File: src/rtl/gray_rx_decoder.sv
// Gray-code receiver: samples gray_in on clk_en, decodes to binary, classifies each step
// and tracks lock/fault. Optional input synchronizer under macro GRAY_RX_SYNC_EN.
module gray_rx_decoder #(
   parameter int N         = 8,
   parameter int ERR_LIMIT = 3,
   parameter int RELOCK    = 4,
   parameter int CNT_W     = 16
) (
   input  logic             clk,
   input  logic             rst,
   input  logic             clk_en,
   input  logic [N-1:0]     gray_in,
   output logic [N-1:0]     bin_out,
   output logic             valid,
   output logic             dir_up,
   output logic             dir_dn,
   output logic             step_err,
   output logic             wrap,
   output logic             locked,
   output logic             fault,
   output logic [CNT_W-1:0] err_count
);

   localparam int EW = $clog2(ERR_LIMIT + 1);
   localparam int GW = $clog2(RELOCK + 1);
   localparam logic [EW-1:0]    ERR_LIM    = EW'(ERR_LIMIT);
   localparam logic [GW-1:0]    RELOCK_LIM = GW'(RELOCK);
   localparam logic [CNT_W-1:0] CNT_MAX    = '1;
   localparam logic [N-1:0]     STEP_ONE   = N'(1);
   localparam logic [N-1:0]     ALL_ONES   = '1;

   typedef enum logic [1:0] {ST_IDLE, ST_LOCKED, ST_FAULT} state_t;

   logic [N-1:0] sample_g;

`ifdef GRAY_RX_SYNC_EN
   logic [N-1:0] sync1_q, sync1_d, sync2_q, sync2_d;

   always_comb begin
      sync1_d = gray_in;
      sync2_d = sync1_q;
   end

   always_ff @(posedge clk) begin
      if (rst) begin
         sync1_q <= '0;
         sync2_q <= '0;
      end else begin
         sync1_q <= sync1_d;
         sync2_q <= sync2_d;
      end
   end

   assign sample_g = sync2_q;
`else
   assign sample_g = gray_in;
`endif

   state_t           state_q, state_d;
   logic [N-1:0]     b_prev_q, b_prev_d;
   logic [N-1:0]     bin_q, bin_d;
   logic             valid_q, valid_d;
   logic             dir_up_q, dir_up_d;
   logic             dir_dn_q, dir_dn_d;
   logic             step_err_q, step_err_d;
   logic             wrap_q, wrap_d;
   logic [CNT_W-1:0] err_cnt_q, err_cnt_d;
   logic [EW-1:0]    err_run_q, err_run_d;
   logic [GW-1:0]    good_run_q, good_run_d;

   logic [N-1:0] b_new;
   logic [N-1:0] diff;
   logic         is_up, is_dn, is_hold, is_ill;

   // MSB-first XOR chain: each binary bit folds in the next Gray bit.
   always_comb begin
      b_new = '0;
      b_new[N-1] = sample_g[N-1];
      for (int i = N - 2; i >= 0; i--) begin
         b_new[i] = b_new[i+1] ^ sample_g[i];
      end
   end

   always_comb begin
      diff    = b_new - b_prev_q;
      is_up   = (diff == STEP_ONE);
      is_dn   = (diff == ALL_ONES);
      is_hold = (diff == '0);
      is_ill  = !(is_up || is_dn || is_hold);
   end

   always_comb begin
      state_d    = state_q;
      b_prev_d   = b_prev_q;
      bin_d      = bin_q;
      valid_d    = 1'b0;
      dir_up_d   = dir_up_q;
      dir_dn_d   = dir_dn_q;
      step_err_d = 1'b0;
      wrap_d     = 1'b0;
      err_cnt_d  = err_cnt_q;
      err_run_d  = err_run_q;
      good_run_d = good_run_q;

      if (clk_en) begin
         valid_d  = 1'b1;
         bin_d    = b_new;
         b_prev_d = b_new;
         if (state_q == ST_IDLE) begin
            // First sample only seeds b_prev; there is nothing to compare against.
            dir_up_d = 1'b0;
            dir_dn_d = 1'b0;
            state_d  = ST_LOCKED;
         end else begin
            dir_up_d   = is_up;
            dir_dn_d   = is_dn;
            step_err_d = is_ill;
            wrap_d     = (is_up && b_new == '0) || (is_dn && b_new == ALL_ONES);
            if (is_ill && err_cnt_q != CNT_MAX) begin
               err_cnt_d = err_cnt_q + 1'b1;
            end
            if (state_q == ST_LOCKED) begin
               if (is_ill) begin
                  err_run_d = err_run_q + 1'b1;
                  if (err_run_d == ERR_LIM) begin
                     state_d    = ST_FAULT;
                     good_run_d = '0;
                  end
               end else begin
                  err_run_d = '0;
               end
            end else begin
               if (is_up || is_dn) begin
                  good_run_d = good_run_q + 1'b1;
                  if (good_run_d == RELOCK_LIM) begin
                     state_d   = ST_LOCKED;
                     err_run_d = '0;
                  end
               end else if (is_ill) begin
                  good_run_d = '0;
               end
            end
         end
      end
   end

   always_ff @(posedge clk) begin
      if (rst) begin
         state_q    <= ST_IDLE;
         b_prev_q   <= '0;
         bin_q      <= '0;
         valid_q    <= 1'b0;
         dir_up_q   <= 1'b0;
         dir_dn_q   <= 1'b0;
         step_err_q <= 1'b0;
         wrap_q     <= 1'b0;
         err_cnt_q  <= '0;
         err_run_q  <= '0;
         good_run_q <= '0;
      end else begin
         state_q    <= state_d;
         b_prev_q   <= b_prev_d;
         bin_q      <= bin_d;
         valid_q    <= valid_d;
         dir_up_q   <= dir_up_d;
         dir_dn_q   <= dir_dn_d;
         step_err_q <= step_err_d;
         wrap_q     <= wrap_d;
         err_cnt_q  <= err_cnt_d;
         err_run_q  <= err_run_d;
         good_run_q <= good_run_d;
      end
   end

   assign bin_out   = bin_q;
   assign valid     = valid_q;
   assign dir_up    = dir_up_q;
   assign dir_dn    = dir_dn_q;
   assign step_err  = step_err_q;
   assign wrap      = wrap_q;
   assign locked    = (state_q == ST_LOCKED);
   assign fault     = (state_q == ST_FAULT);
   assign err_count = err_cnt_q;

endmodule

File: config.mk
export PLATFORM = sky130hd
export DESIGN_NAME = gray_rx_decoder
export DESIGN_NICKNAME = d
export VERILOG_FILES = /design/src/rtl/gray_rx_decoder.sv
export SDC_FILE = /design/constraint.sdc
export NUM_CORES = 1
export LEC_CHECK = 0
export ABC_CLOCK_PERIOD_IN_PS = 17300
export CAP_MARGIN = 20
export CORE_MARGIN = 10
export CORE_UTILIZATION = 47
export DETAILED_ROUTE_END_ITERATION = 12
export PLACE_DENSITY = 0.73
export SLEW_MARGIN = 20
export SYNTH_ARGS = -nofsm -noshare
export SYNTH_HDL_FRONTEND = slang
export SYNTH_SLANG_ARGS = --single-unit
File: constraint.sdc
create_clock -name clk -period 17.3 [get_ports clk]
set_clock_uncertainty 0.2 [all_clocks]
set_input_delay 3.46 -clock clk [delete_from_list [all_inputs] [get_ports clk]]
set_output_delay 3.46 -clock clk [all_outputs]
set_load 0.005 [all_outputs]
==> results <==
- The flow ran to the end, and the final reports show no timing, DRC or antenna violations.
- The placeable core region is 4690 µm².
- The max-slew violation count is 0.
- After the last flow step, the layout net total stands at 342.
- The cell row count is 25.
- When the netlist entered floorplanning its net count stood at 300.
- The final hold violation count is 0.
- The final weighted congestion in routability-driven placement is 0.882.
- In the final layout, the share of cells above drive strength 1 is 7.40%.
- The synthesized area per cell is 8.45 µm².
- The share of the core filled with cells in the final layout is 60.4%.
- The total iterations of the first detailed-routing run is 4.
- The source-to-sink clock delay at the later pin of the worst-skew pair is 0.30 ns.
- The worst hold path terminates at err_run_q[0]$_SDFFE_PP0P_.
- STA classifies the critical path startpoint as an input port.
- The timing-limited maximum frequency is 0.111 GHz.
- The number of antenna violations at the first check in global routing was 0.
- The post-route minimum period is 9.00 ns.
- After synthesis the netlist holds a flip-flop and latch count of 36.
- The routed layout has 1957 vias.
- The arithmetic-cell share of the synthesized area counting full adders, half adders and majority gates is 11.9%.
- The critical path is of the input port to flip-flop type.
- The number of DRC violations after detailed routing is 0.
- Counting every instance in the synthesized netlist gives 268.
- Summing the sequential cell areas from Yosys gives 31.8% of the chip area.
- In this run the worst hold path is classified as flip-flop to flip-flop.
- Measured along the y axis, the die boundary spans 89.4 µm.
- The first routing iteration left 142 violations.
- The main combinational cell family by area after synthesis is simple AND/OR/NAND/NOR gates.
- The diode insertion count for antenna repair is 0.
- The cell type contributing the most total cell area after synthesis is sky130_fd_sc_hd__dfxtp_1.
- For the worst setup path, the data required time is 17.33 ns.
- Counting distinct cell types in the post-synthesis netlist gives 52.
- The area fraction of the dominant cell type after synthesis is 31.8%.
- The aggregate global routing overflow is 0.
- Multiplexer cells account for 4.97% of the synthesized area.
- The post-cts repair resize count is 0.
- The clock passes through at most 2 buffers.
- The clock transition at the register clock pins on the worst setup and hold paths after CTS is 0.08 ns.
- TritonCTS built the clock tree.
- Global routing used 14.1% of the available tracks across all layers.
- Setup repair after global routing left no endpoint under its margin.
- After layout, the worst path uses 52.0% of the clock period.
- The startpoint identified for the worst register-to-register timing path is bin_out[0]$_SDFFE_PP0P_.
- The number of maximum-capacitance violations is 0.
- Headroom to the max-slew limit came out at 49.6%.
- Hold repair after CTS inserted 0 buffers.
- The post-route setup TNS is 0 ns.
- The type of destination of the critical path is a flip-flop.
- In the final routed layout, each cell accounts on average for 14.6 µm.
- The final wirelength is 5330 µm.
- The chip width is 89.4 µm.
- Data on the critical path arrives at its endpoint at 9.03 ns.
- Power spread over the standard cell area amounts to 88.9 nW/µm².
- The cell at the root of the clock tree is sky130_fd_sc_hd__clkbuf_8.
- In this run, synthesis inferred 0 flip-flops with an integrated enable.
- The area growth from synthesis to layout is 25.0%.
- The half-perimeter wire length after detailed placement is 3990 µm.
- The netlist area before placement is 2270 µm².
- The number of clock sinks is 36.
- The initial standard-cell utilization of the core is 48.3%.
- The worst hold path stage count is 2.
- The async set or reset register ratio after synthesis is 0%.
- In this run the cell area measured after placement is 2720 µm².
- The count of yosys warnings during synthesis is 0.
- The critical-path maximum fanout is 12.
- The worst hold path begins at err_run_q[0]$_SDFFE_PP0P_.
- The XOR/XNOR share of the synthesized area is 6.57%.
- The simple-gate portion of the synthesized area is 23.9%.
- The setup slack of the worst register-to-register path is 14.09 ns.
- The worst path setup slack after routing is 8.30 ns.
- The H-tree depth reported by CTS is 2.
- The primary flip-flop cell chosen by synthesis mapping is sky130_fd_sc_hd__dfxtp_1.
- The number of setup buffers added after CTS is 0.
- The worst supply voltage drop on vdd is 0.0000492 V.
- The number of nets with antenna violations after detailed routing is 0.
- The share of the synthesized area in compound gates (AO/OA/AOI/OAI) is 15.2%.
- The per-cell via count in the routed design is 5.36.
- The layout filler cell count is 438.
- The floorplan step defined a die boundary enclosing 8000 µm².
- The number of primary I/O pins is 42.
- Entering global routing, the biggest net connects 36 pins.
- The count of cells along the worst register-to-register path is 11.
- Counting the buffers created by CTS gives 5.
- At the placement stage, the worst setup path has a slack of 7.98 ns.
- The count of buffers inserted at the top-level ports is 41.
- The via count of the first global-routing pass came to 1875.
- The endpoint of the worst-slack reg-to-reg timing path is good_run_q[1]$_SDFFE_PP0P_.
- Ranked by total cell area, the synthesized netlist is headed by sky130_fd_sc_hd__dfxtp_1 (32%), sky130_fd_sc_hd__ha_1 (11%), sky130_fd_sc_hd__nor2_1 (5.6%).
- The measured slew at the worst slew-check pin is 0.753 ns.
- The leakage component of the power is 1.15 nW.
- The post-route standard cell area excluding fillers is 2830 µm².
- The first global-routing pass estimated 8910 µm of wire.
- Setup violations remaining at the end of the flow were counted as 0.
[flip-flops by register name, summed over array words and instances, names as in the netlist, 2 cells and up]
name        count
bin_out         8
err_count      16
err_run_q       2
good_run_q      3
state_q         2
[power breakdown]
part / leakage [nW] / internal, mW / switching [mW] / total [mW]
Combinational: 0.803 / 0.0377 / 0.0494 / 0.0871
Clock: 0.0541 / 0.0427 / 0.0338 / 0.0765
Sequential: 0.293 / 0.0857 / 0.00261 / 0.0883
[layout by cell type (no fill, tap or decap), drive strengths merged, types with 2 or more instances in the layout]
| cell type | count |
|---|---|
| o21a | 3 |
| and2 | 5 |
| clkinv | 2 |
| a21oi | 13 |
| clkdlybuf4s50 | 41 |
| or2 | 2 |
| mux2 | 2 |
| nand4 | 5 |
| o21ai | 8 |
| nor2b | 2 |
| inv | 23 |
| o211ai | 5 |
| a31oi | 2 |
| and3 | 7 |
| a2111oi | 2 |
| clkbuf | 5 |
| o21ba | 2 |
| buf | 2 |
| xnor2 | 4 |
| a211oi | 7 |
| nor4 | 2 |
| nor3b | 2 |
| nand3 | 10 |
| a21o | 2 |
| nor2 | 34 |
| ha | 20 |
| nand2b | 4 |
| or3 | 3 |
| nand2 | 18 |
| mux2i | 9 |
| dfxtp | 36 |
| xor2 | 13 |
| nand3b | 2 |
[metrics by stage]
| stage | power (mW) | hold slack [ns] | cells |
|---|---|---|---|
| after global placement | 0.175 | 0.245 | 357 |
| after global routing | 0.267 | 0.295 | 365 |
| after floorplan | 0.155 | 0.235 | 268 |
| after CTS | 0.253 | 0.273 | 365 |
| final | 0.252 | 0.264 | 365 |
| after detailed placement | 0.177 | 0.261 | 357 |
[cell type report]
type / instances / area (µm²) / share of cell area [%]
repair buffers: 43 / 425 / 15.0
flip-flops and latches: 36 / 721 / 25.4
clock inverters: 3 / 42.5 / 1.50
multi-input cells: 200 / 1420 / 50.0
well taps: 54 / 67.6 / 2.39
inverters: 24 / 90.1 / 3.18
clock buffers: 5 / 68.8 / 2.43
[worst max-delay path by stage]
stage,startpoint,to,slack [ns],cells after the start
after floorplan,gray_in[6],err_count[11]$_SDFFE_PP0P_,9.10,20
after global placement,gray_in[7],good_run_q[1]$_SDFFE_PP0P_,8.22,21
after detailed placement,gray_in[7],good_run_q[1]$_SDFFE_PP0P_,7.98,21
after CTS,gray_in[7],good_run_q[1]$_SDFFE_PP0P_,8.26,21
after global routing,gray_in[7],good_run_q[1]$_SDFFE_PP0P_,7.87,21
final,gray_in[7],good_run_q[1]$_SDFFE_PP0P_,8.30,21
[synthesized netlist by cell type (all sizes together), types with 3 or more instances]
| cell type | n |
|---|---|
| mux2i | 9 |
| nor2 | 34 |
| nand3 | 10 |
| o21a | 3 |
| buf | 7 |
| or3 | 3 |
| o21ai | 8 |
| and3 | 7 |
| nand2 | 18 |
| xor2 | 13 |
| inv | 23 |
| nand2b | 4 |
| xnor2 | 4 |
| ha | 20 |
| nand4 | 5 |
| o211ai | 5 |
| and2 | 5 |
| a211oi | 7 |
| dfxtp | 36 |
| a21oi | 13 |
[routing by layer]
layer	vias to the layer above	share of wire (%)	global-route usage (%)
li1	1012	-	-
met1	899	46	17.4
met2	39	45	22.0
met3	7	7.0	4.92
met4	0	1.4	5.06
met5	-	0	0
[critical path, cell delays in order]
cell and delay [ns]:
sky130_fd_sc_hd__clkdlybuf4s50_1 0.53, sky130_fd_sc_hd__inv_1 0.06, sky130_fd_sc_hd__ha_1 0.32, sky130_fd_sc_hd__xnor2_1 0.28, sky130_fd_sc_hd__inv_1 0.10, sky130_fd_sc_hd__ha_1 0.33, sky130_fd_sc_hd__xnor2_1 0.35, sky130_fd_sc_hd__ha_1 0.34
sky130_fd_sc_hd__xnor2_1 0.33, sky130_fd_sc_hd__ha_1 0.33, sky130_fd_sc_hd__ha_1 0.20, sky130_fd_sc_hd__fa_1 0.39, sky130_fd_sc_hd__nand2b_1 0.19, sky130_fd_sc_hd__a21o_1 0.16, sky130_fd_sc_hd__a211oi_1 0.18, sky130_fd_sc_hd__and4b_1 0.23
sky130_fd_sc_hd__mux2i_1 0.13, sky130_fd_sc_hd__buf_4 0.21, sky130_fd_sc_hd__a41oi_1 0.20, sky130_fd_sc_hd__or4b_1 0.54, sky130_fd_sc_hd__a21oi_1 0.15
[cell families after synthesis]
family                     after synthesis
xor gates and xnor gates                17
muxes                                   11
AOI/OAI and AO/OA                       49
buffers and inverters                   32
adders and majority gates               21
DFF                                     36
and+or+nand+nor                        102
No activity file was read; power rests on OpenSTA's default activity.
